**config.mk**
```make
export PLATFORM = sky130hd
export DESIGN_NAME = l1_bus_responder
export DESIGN_NICKNAME = d
export VERILOG_FILES = /design/src/rtl/biu_pkg.sv /design/src/rtl/biu_beat_timeout.sv /design/src/rtl/l1_bus_responder.sv
export SDC_FILE = /design/constraint.sdc
export NUM_CORES = 1
export LEC_CHECK = 0
export ABC_AREA = 1
export CAP_MARGIN = 20
export CORE_ASPECT_RATIO = 0.7
export CORE_MARGIN = 1.5
export CORE_UTILIZATION = 48
export DETAILED_ROUTE_END_ITERATION = 12
export GPL_TIMING_DRIVEN = 0
export PLACE_DENSITY_LB_ADDON = 0.12
export SLEW_MARGIN = 25
export SYNTH_ARGS = -nofsm -noshare
export SYNTH_HDL_FRONTEND = slang
export SYNTH_SLANG_ARGS = --single-unit
```
**constraint.sdc**
```tcl
create_clock -name clk -period 3.5 [get_ports clk]
set_input_delay 0.7 -clock clk [delete_from_list [all_inputs] [get_ports clk]]
set_output_delay 0.7 -clock clk [all_outputs]
set_load 0.005 [all_outputs]
```
**src/rtl/biu_pkg.sv**
```systemverilog
`default_nettype none
// ---------------------------------------------------------------------------
// biu_pkg : shared encodings for the L1-side bus interface units
// Rev 1.0 : initial release
// ---------------------------------------------------------------------------
package biu_pkg;

   localparam logic [2:0] ST_IDLE = 3'd0;
   localparam logic [2:0] ST_LINE = 3'd1;
   localparam logic [2:0] ST_SRD  = 3'd2;
   localparam logic [2:0] ST_SWR  = 3'd3;
   localparam logic [2:0] ST_FIN  = 3'd4;

   localparam logic [3:0] SZ_B = 4'b0001;
   localparam logic [3:0] SZ_H = 4'b0010;
   localparam logic [3:0] SZ_W = 4'b0100;
   localparam logic [3:0] SZ_D = 4'b1000;

   localparam int BEAT_BYTES = 8;

   function automatic int line_off_w(input int line_bytes);
      return $clog2(line_bytes);
   endfunction

endpackage
`default_nettype wire

```
**src/rtl/biu_beat_timeout.sv**
```systemverilog
`default_nettype none
// ---------------------------------------------------------------------------
// biu_beat_timeout : per-beat ack watchdog, restarted for every bus beat
// Rev 1.0 : initial release
// ---------------------------------------------------------------------------
module biu_beat_timeout #(
   parameter int TIMEOUT = 255
) (
   input  logic clk,
   input  logic rst,
   input  logic start,
   input  logic ack,
   output logic expire
);

   localparam int CW = (TIMEOUT < 2) ? 1 : $clog2(TIMEOUT);
   localparam logic [CW-1:0] LAST = CW'(TIMEOUT - 1);

   logic          running_q, running_d;
   logic [CW-1:0] cnt_q, cnt_d;

   // Kept independent of start so the caller may restart in the same cycle.
   assign expire = running_q && !ack && (TIMEOUT != 0) && (cnt_q == LAST);

   always_comb begin
      running_d = running_q;
      cnt_d     = cnt_q;
      if (start) begin
         running_d = 1'b1;
         cnt_d     = '0;
      end else if (running_q) begin
         if (ack || expire) running_d = 1'b0;
         else               cnt_d     = cnt_q + 1'b1;
      end
   end

   always_ff @(posedge clk) begin
      if (rst) begin
         running_q <= 1'b0;
         cnt_q     <= '0;
      end else begin
         running_q <= running_d;
         cnt_q     <= cnt_d;
      end
   end

endmodule
`default_nettype wire

```
**src/rtl/l1_bus_responder.sv**
```systemverilog
`default_nettype none
// ---------------------------------------------------------------------------
// l1_bus_responder : turns L1 refill / uncached read / write-through requests
//                    into 64-bit req/ack bus beats and returns the results
// Rev 1.0 : initial release
// ---------------------------------------------------------------------------
module l1_bus_responder
   import biu_pkg::*;
#(
   parameter int LINE_BYTES = 1024,
   parameter int TIMEOUT    = 255
) (
   input  logic        clk,
   input  logic        rst,
   input  logic        read_line_req,
   input  logic        read_req,
   input  logic        write_through_req,
   input  logic [3:0]  L1_size,
   input  logic [63:0] pa,
   input  logic [63:0] wt_data,
   output logic [63:0] line_data,
   output logic [10:0] addr_count,
   output logic        line_write,
   output logic        cache_entry_refill,
   output logic        trans_rdy,
   output logic        bus_error,
   output logic        bus_req,
   output logic        bus_we,
   output logic [63:0] bus_addr,
   output logic [3:0]  bus_size,
   output logic [63:0] bus_wdata,
   input  logic        bus_ack,
   input  logic [63:0] bus_rdata,
   input  logic        bus_err
);

   localparam int OFF_W = line_off_w(LINE_BYTES);
   localparam int BW    = OFF_W - 3;
   localparam logic [BW-1:0] LAST_BEAT = BW'(LINE_BYTES / BEAT_BYTES - 1);

   logic [2:0]    state_q, state_d;
   logic [63:0]   base_q, base_d;
   logic [BW-1:0] beat_q, beat_d;
   logic          refill_pend_q, refill_pend_d;
   logic [63:0]   line_data_q, line_data_d;
   logic [10:0]   addr_count_q, addr_count_d;
   logic          line_write_q, line_write_d;
   logic          refill_q, refill_d;
   logic          trans_rdy_q, trans_rdy_d;
   logic          bus_error_q, bus_error_d;
   logic          bus_req_q, bus_req_d;
   logic          bus_we_q, bus_we_d;
   logic [63:0]   bus_addr_q, bus_addr_d;
   logic [3:0]    bus_size_q, bus_size_d;
   logic [63:0]   bus_wdata_q, bus_wdata_d;

   logic          tmo_start, tmo_expire;
   logic          beat_ack, beat_end, beat_fail;
   logic [BW-1:0] next_beat;

   biu_beat_timeout #(.TIMEOUT(TIMEOUT)) u_tmo (
      .clk    (clk),
      .rst    (rst),
      .start  (tmo_start),
      .ack    (beat_ack),
      .expire (tmo_expire)
   );

   assign beat_ack  = bus_req_q && bus_ack;
   assign beat_end  = beat_ack || tmo_expire;
   assign beat_fail = (beat_ack && bus_err) || tmo_expire;
   assign next_beat = beat_q + 1'b1;

   always_comb begin
      state_d       = state_q;
      base_d        = base_q;
      beat_d        = beat_q;
      refill_pend_d = refill_pend_q;
      line_data_d   = line_data_q;
      addr_count_d  = addr_count_q;
      line_write_d  = 1'b0;
      refill_d      = 1'b0;
      trans_rdy_d   = 1'b0;
      bus_error_d   = 1'b0;
      bus_req_d     = bus_req_q;
      bus_we_d      = bus_we_q;
      bus_addr_d    = bus_addr_q;
      bus_size_d    = bus_size_q;
      bus_wdata_d   = bus_wdata_q;
      tmo_start     = 1'b0;
      case (state_q)
         ST_IDLE: begin
            if (read_line_req) begin
               state_d    = ST_LINE;
               base_d     = {pa[63:OFF_W], {OFF_W{1'b0}}};
               beat_d     = '0;
               bus_addr_d = {pa[63:OFF_W], {OFF_W{1'b0}}};
               bus_size_d = SZ_D;
               bus_we_d   = 1'b0;
               bus_req_d  = 1'b1;
               tmo_start  = 1'b1;
            end else if (read_req || write_through_req) begin
               state_d    = read_req ? ST_SRD : ST_SWR;
               bus_addr_d = pa;
               bus_size_d = L1_size;
               bus_we_d   = !read_req;
               bus_req_d  = 1'b1;
               tmo_start  = 1'b1;
               if (!read_req) bus_wdata_d = wt_data;
            end
         end
         ST_LINE: begin
            if (refill_pend_q) begin
               refill_pend_d = 1'b0;
               refill_d      = 1'b1;
               trans_rdy_d   = 1'b1;
               state_d       = ST_FIN;
            end else if (beat_end) begin
               if (beat_fail) begin
                  bus_req_d   = 1'b0;
                  bus_error_d = 1'b1;
                  state_d     = ST_FIN;
               end else begin
                  line_write_d = 1'b1;
                  line_data_d  = bus_rdata;
                  addr_count_d = 11'({beat_q, 3'b000});
                  if (beat_q == LAST_BEAT) begin
                     bus_req_d     = 1'b0;
                     refill_pend_d = 1'b1;
                  end else begin
                     // Next beat goes out while this one is being written back.
                     beat_d     = next_beat;
                     bus_addr_d = base_q | 64'({next_beat, 3'b000});
                     tmo_start  = 1'b1;
                  end
               end
            end
         end
         ST_SRD, ST_SWR: begin
            if (beat_end) begin
               bus_req_d = 1'b0;
               state_d   = ST_FIN;
               if (beat_fail) begin
                  bus_error_d = 1'b1;
               end else begin
                  trans_rdy_d = 1'b1;
                  if (state_q == ST_SRD) line_data_d = bus_rdata;
               end
            end
         end
         ST_FIN:  state_d = ST_IDLE;
         default: state_d = ST_IDLE;
      endcase
   end

   always_ff @(posedge clk) begin
      if (rst) begin
         state_q       <= ST_IDLE;
         base_q        <= '0;
         beat_q        <= '0;
         refill_pend_q <= 1'b0;
         line_data_q   <= '0;
         addr_count_q  <= '0;
         line_write_q  <= 1'b0;
         refill_q      <= 1'b0;
         trans_rdy_q   <= 1'b0;
         bus_error_q   <= 1'b0;
         bus_req_q     <= 1'b0;
         bus_we_q      <= 1'b0;
         bus_addr_q    <= '0;
         bus_size_q    <= '0;
         bus_wdata_q   <= '0;
      end else begin
         state_q       <= state_d;
         base_q        <= base_d;
         beat_q        <= beat_d;
         refill_pend_q <= refill_pend_d;
         line_data_q   <= line_data_d;
         addr_count_q  <= addr_count_d;
         line_write_q  <= line_write_d;
         refill_q      <= refill_d;
         trans_rdy_q   <= trans_rdy_d;
         bus_error_q   <= bus_error_d;
         bus_req_q     <= bus_req_d;
         bus_we_q      <= bus_we_d;
         bus_addr_q    <= bus_addr_d;
         bus_size_q    <= bus_size_d;
         bus_wdata_q   <= bus_wdata_d;
      end
   end

   assign line_data          = line_data_q;
   assign addr_count         = addr_count_q;
   assign line_write         = line_write_q;
   assign cache_entry_refill = refill_q;
   assign trans_rdy          = trans_rdy_q;
   assign bus_error          = bus_error_q;
   assign bus_req            = bus_req_q;
   assign bus_we             = bus_we_q;
   assign bus_addr           = bus_addr_q;
   assign bus_size           = bus_size_q;
   assign bus_wdata          = bus_wdata_q;

endmodule
`default_nettype wire

```
==> out/results.ini, run 1 <==
[floorplanning]
core_mm2=0.0228
pin_count=416
die_area_mm2=0.0244
start_util=0.492
chipHeight_um=131
rows=46
fp.dieW_um=186

[synthesis]
synth_area_mm2=0.0112
syn_area_per_cell_um2=7.07
synthCells=1591
muxShareOfSynthArea=0
synth_top_family_by_area=simple AND/OR/NAND/NOR gates
yosysWarnings=0
synth_xor_area_frac=0.00311
ys_seq_area_frac=0.504
synth_adder_area_share=0.00334
synth-compound-area-share=0.151
ys_types=30
synth-simple-area-share=0.245
ys_ff_latch=283

[power]
p_leak_nw=7.28
irDropWorstVdd_mv=0.444
total_power_w=0.0140
powerDensity_mw_per_mm2=837

[worst_setup_path]
r2r_slack_ns=1.34
crit_arrival_ns=2.79
cp-startpoint=read_line_req
reg2regPathDepth=11
path_max_fanout=10
endpoint=bus_wdata[7]$_SDFFE_PP0P_
path_class=primary input to register
critPathLaunchType=primary input
required_ns=3.92
r2r_end=bus_addr[7]$_SDFFE_PP0P_
end_kind=register
reg2reg_from=beat_q[0]$_SDFFE_PP0P_

[route]
num_vias=11866
viasPerCell=5.00
drtIter0Drc=738
wl_um=38200
drt_first_pass_iters=5
wl_per_cell_um=16.1
drc=0
ant_nets=0

[sta]
hold_viol=0
setup_ws_ns=1.14
post-route-period-util=0.675
max_freq_ghz=0.423
relSlewSlack=0.489
setup_tns_ns=0
skew_ns=0.0131
rsz0062_at_grt=no
setup_viol=0
tightest_slew_ns=0.766
finalMaxSlewViolations=0
min_period_ns=2.36

[clock_tree]
cts_tree=yes
ctsResizeCount=0
postCtsSetupBuffers=0
clk_latency_ns=0.54
clk_pin_slew_ns=0.06
h-tree-depth=1
cts.sinks=283
cts_buffers=28
cts_buffer_depth=3
ctsRootBufferMaster=clkbuf_16
holdBufCountCts=0

[final_layout]
area_growth_pct=48.7
layoutNonFillerInstCount=2371
drive_above_1_share=0.0510
layout.nets=2241
final_common_cell=nor2_1
layout_common_cells=418 x nor2_1, 411 x clkdlybuf4s50_1, 283 x dfxtp_1

[run]
maxCapViolations=0

[place]
post-place-ws_ns=0.659
dpl.cell_count=2317
hpwl_um=28400
routabilityCongestion=0.870
io_buffers=411

[status]
status=completed

[grt]
grt_pass1_vias=10849
grt_max_degree=15
grt_overflow_total=0
grt_pass1_wl_um=56200
grtUsageTotal=0.294
antenna_found_initial=1

[worst_hold_path]
hold_class=register to register

registers in the layout, summed over array words and instances (netlist names), 3 cells and up:
name and count:
addr_count 7, bus_wdata 64, bus_addr 64, state_q 3
line_data 64, beat_q 7, bus_size 4, u_tmo.cnt_q 8
base_q 54
metrics by stage:
step | instance area, µm² | utilization | hold WS (ns)
after floorplan | 11300 | - | 0.425
after global placement | 15800 | 0.690 | 0.433
after detailed placement | 15800 | 0.690 | 0.439
after CTS | 16700 | 0.732 | 0.448
after global routing | 16700 | 0.732 | 0.466
final | 16700 | 0.732 | 0.449
layer usage:
| metal | vias to the layer above | part of all wire | global-route usage |
|---|---|---|---|
| li1 | 5841 | - | - |
| met1 | 5482 | 0.41 | 0.370 |
| met2 | 450 | 0.46 | 0.485 |
| met3 | 93 | 0.086 | 0.0785 |
| met4 | 0 | 0.039 | 0.114 |
| met5 | - | 0 | 0 |
cell type report:
type / count / area [µm²]
diodes: 2 / 5.00
clock inverters: 9 / 98.8
well taps: 312 / 390
inverters: 154 / 578
plain buffers: 99 / 482
multi-input cells: 1058 / 4540
fillers: 1825 / 6120
clock buffers: 43 / 858
flip-flops and latches: 283 / 5670
repair buffers: 411 / 4110
worst min-delay path by stage:
| stage | endpoint | cells after the start | slack, ns | start |
|---|---|---|---|---|
| detailed placement | base_q[57]$_SDFFE_PP0P_ | 2 | 0.44 | base_q[57]$_SDFFE_PP0P_ |
| CTS | base_q[57]$_SDFFE_PP0P_ | 2 | 0.45 | base_q[57]$_SDFFE_PP0P_ |
| global route | base_q[21]$_SDFFE_PP0P_ | 2 | 0.47 | base_q[21]$_SDFFE_PP0P_ |
| global placement | base_q[56]$_SDFFE_PP0P_ | 2 | 0.43 | base_q[56]$_SDFFE_PP0P_ |
| floorplan | base_q[23]$_SDFFE_PP0P_ | 2 | 0.42 | base_q[23]$_SDFFE_PP0P_ |
| finish | base_q[56]$_SDFFE_PP0P_ | 2 | 0.45 | base_q[56]$_SDFFE_PP0P_ |
worst max-delay path: stages:
cell	delay (ns)
clkdlybuf4s50_1	0.52
inv_1	0.16
nand2_1	0.14
nand2_1	0.18
nor2_1	0.34
inv_1	0.10
clkbuf_1	0.29
nor2_1	0.26
nor2_1	0.08
cells in the mapped netlist:
cell type  number  area share
a21o_1          1     0.00067
a21oi_1        82       0.036
buf_1           5      0.0017
buf_2          28       0.012
buf_4          16       0.011
buf_6           2      0.0020
clkbuf_1       48       0.016
clkinv_1        1     0.00033
conb_1          1     0.00033
dfxtp_1       283        0.50
ha_1            3      0.0033
inv_1         151       0.050
inv_2           2     0.00067
nand2_1       255       0.085
nand2_2         3      0.0017
nand3_1        18      0.0080
nand3_2         1     0.00089
nand3_4         1      0.0016
nand3b_1        2      0.0013
nand4_1         1     0.00056
nor2_1        418        0.14
nor2_2          2      0.0011
nor2_4          2      0.0020
nor3_1          4      0.0018
o211ai_1        1     0.00067
o21ai_0       244        0.11
o21ai_1        10      0.0044
or2_2           2      0.0011
xnor2_1         1     0.00078
xor2_1          3      0.0023
cells by family (layout without fill, tap and decap cells):
logic type	count (synthesis)	in the layout
flip-flops	283	283
buffers and inverters	253	716
AO/OA/AOI/OAI	338	338
XOR/XNOR	4	4
adder cells (fa/ha/maj)	3	3
AND/OR/NAND/NOR	709	709
other	1	6
power by group:
group	internal, W	switching, W	total [W]
sequential	0.00430	0.000515	0.00481
combinational	0.00274	0.00335	0.00609
clock	0.00183	0.00127	0.00310
(Power assumes the default switching activity.)
==> run 2, diff against run 1 <==
CORE_UTILIZATION = 40   (was 48)
clock period = 2 ns   (was 3.5 ns; I/O delays follow)
==> run 2 against run 1 <==
Net effect: clock power rose by 74%; count of clock-buffer cells in the layout decreased by 3; worst hold slack lost 0.010 ns; total power increased by 77%; final area grew 1.0%; via count shrank 2.5%; combinational power rose by 79%; cell count grew 2.6%; sequential power grew 75%; critical path depth is 4 higher; routed wire length up 1.0%; global-route usage down 4.2 points; critical endpoint is now line_data[55]$_SDFFE_PP0P_; largest cell class unchanged; highest routed layer unchanged.
==> out/results.ini, run 2 (synthesis results as in run 1) <==
[status]
status=completed  ; unchanged

[worst_setup_path]
critPathMaxStageDelay_ns=0.33  ; was 0.52 ns
path_max_fanout=10  ; unchanged
cpLargestDelayFamily=simple AND/OR/NAND/NOR gates  ; was buffers and inverters
crit_path_frequent_cell=nand2_1  ; was nor2_1
path_cells=inv_1 -> ha_1 -> nand2_1 -> nor2_2 -> nand3_4 -> nand3_1 -> nand3_1 -> nor2_2 -> buf_6 -> buf_4 -> nand2_1 -> nand2_1 -> nor2_1  ; was clkdlybuf4s50_1 -> inv_1 -> nand2_1 -> nand2_1 -> nor2_1 -> inv_1 -> clkbuf_1 -> nor2_1 -> nor2_1
crit_arrival_ns=2.33  ; was 2.79 ns
cp_num_cells=13  ; was 9
reg2regPathDepth=13  ; was 11
path_buf_inv=3  ; was 4
required_ns=2.44  ; was 3.92 ns
path_class=register to register  ; was primary input to register
critPathLaunchType=register  ; was primary input
slowest_stage=dfxtp_1  ; was clkdlybuf4s50_1
end_kind=register  ; unchanged

[route]
num_vias=11566  ; was 11,866
ant_nets=0  ; unchanged
viasPerCell=4.75  ; was 5.00
wl_um=38600  ; was 38,200 µm
drt_first_pass_iters=5  ; unchanged
drc=0  ; unchanged
wl_per_cell_um=15.9  ; was 16.1 µm
drtIter0Drc=778  ; was 738

[clock_tree]
clk_pin_slew_ns=0.07  ; was 0.06 ns
ctsRootBufferMaster=clkbuf_16  ; unchanged
cts.sinks=283  ; unchanged
h-tree-depth=1  ; unchanged
cts_buffers=29  ; was 28
cts_tree=yes  ; unchanged
holdBufCountCts=0  ; unchanged
clk_latency_ns=0.54  ; about the same
cts_buffer_depth=3  ; unchanged

[power]
powerDensity_mw_per_mm2=1460  ; was 837 mW/mm²
power.share.clock=0.218  ; was 0.222
p_comb_frac=0.442  ; was 0.435
power_frac_seq=0.340  ; was 0.344
power_switching_w=0.00906  ; was 0.00514 W
p_int_w=0.0157  ; was 0.00887 W
swShare=0.366  ; was 0.367
irDropWorstVdd_mv=0.715  ; was 0.444 mV
p_leak_nw=7.31  ; was 7.28 nW
total_power_w=0.0247  ; was 0.0140 W

[sta]
skew_ns=0.00739  ; was 0.0131 ns
tightest_slew_ns=0.774  ; was 0.766 ns
max_freq_ghz=0.528
finalMaxSlewViolations=0  ; unchanged
post-route-period-util=0.946
relSlewSlack=0.484  ; was 0.489
setup_tns_ns=0  ; unchanged
hold_viol=0  ; unchanged
setup_viol=0  ; unchanged
min_period_ns=1.89
rsz0062_at_grt=yes  ; was no
fin_worst_hold_slack_ns=0.439  ; was 0.449 ns

[final_layout]
layout_common_cells=412 x nor2_1, 411 x clkdlybuf4s50_1, 281 x dfxtp_1  ; was 418 x nor2_1, 411 x clkdlybuf4s50_1, 283 x dfxtp_1
final_common_cell=nor2_1  ; unchanged
area_growth_pct=50.2  ; was 48.7%
ff_latch_area_mm2=0.00567  ; about the same
multi_input_area_mm2=0.00459  ; was 0.00454 mm²
fill_cells=2608  ; was 1,825
final_area_mm2=0.0169  ; was 0.0167 mm²
layout.nets=2245  ; was 2,241
layoutNonFillerInstCount=2433  ; was 2,371
drive_above_1_share=0.0617  ; was 0.0510

[floorplanning]
die_area_mm2=0.0292  ; was 0.0244 mm²
fp.dieW_um=203  ; was 186 µm
pin_count=416  ; unchanged
start_util=0.405  ; was 0.492
rows=51  ; was 46
chipHeight_um=143  ; was 131 µm
core_mm2=0.0278  ; was 0.0228 mm²

[grt]
grt_pass1_wl_um=57900  ; was 56,200 µm
antenna_found_initial=1  ; unchanged
grt_overflow_total=0  ; unchanged
grt_max_degree=14  ; was 15
grtUsageTotal=0.251  ; was 0.294
grt_pass1_vias=10590  ; was 10,849

[place]
dpl.cell_count=2376  ; was 2,317
hpwl_um=28700  ; was 28,400 µm
placed_area_mm2=0.0158  ; about the same
routabilityCongestion=0.860  ; was 0.870
io_buffers=411  ; unchanged

[run]
maxCapViolations=0  ; unchanged

[worst_hold_path]
hold_depth=3  ; was 2
hold_class=primary input to register  ; was register to register

run 2: changes by cell type in the layout (fill, tap and decap cells not counted), sizes merged:
cell / change
clkinv: +3
clkbuf: -3
buf: +3
run 2: per-stage QoR:
step	util	setup WS, ns
after global placement	0.571	-0.541
after floorplan	-	0.346
final	0.609	0.108
after CTS	0.606	-0.0104
after global routing	0.609	-0.0632
after detailed placement	0.571	-0.550
run 2: repair_timing:
item | CTS | global route
endpoints found under the setup margin | 130 | 228
buffers inserted | 3 | 0
resized for setup | 11 | 28
pin swaps | 1 | 1
run 2: final cells by class:
type / instances / share of cell area
buffer: 99 / 0.0309
multi-input combinational: 1058 / 0.271
antenna: 2 / 0.000296
timing repair buffer: 414 / 0.245
clock inverter: 12 / 0.00652
clock buffer: 40 / 0.0489
sequential: 283 / 0.335
tap: 371 / 0.0275
inverter: 154 / 0.0342
run 2: path summary, 6_finish.rpt:
check | start | endpoint | slack, ns
max | u_tmo.cnt_q[0]$_SDFFE_PP0P_ | line_data[55]$_SDFFE_PP0P_ | 0.11
min | wt_data[59] | bus_wdata[59]$_SDFFE_PP0P_ | 0.44
max reg2reg | u_tmo.cnt_q[0]$_SDFFE_PP0P_ | line_data[55]$_SDFFE_PP0P_ | 0.11
min reg2reg | base_q[51]$_SDFFE_PP0P_ | base_q[51]$_SDFFE_PP0P_ | 0.45
run 2: worst min-delay path: stages:
cell             delay, ns
clkdlybuf4s50_1       0.40
nor2_1                0.10
nor2_1                0.05
run 2: routing by layer:
metal,vias up,part of all wire,GRT usage
met5,-,0,0
met4,0,0.030,0.0776
met3,70,0.088,0.0798
met2,380,0.45,0.394
met1,5279,0.43,0.330
li1,5837,-,-
run 2: power by group through the flow:
stage | clock network [W] | logic [W] | registers (W)
6_report | 0.00539 | 0.0109 | 0.00841
5_1_grt | 0.00577 | 0.0122 | 0.00862
4_1_cts | 0.00551 | 0.0109 | 0.00840
3_5_place_dp | 0 | 0.0106 | 0.00849
3_3_place_gp | 0 | 0.0104 | 0.00843
2_1_floorplan | 0 | 0.00528 | 0.00852
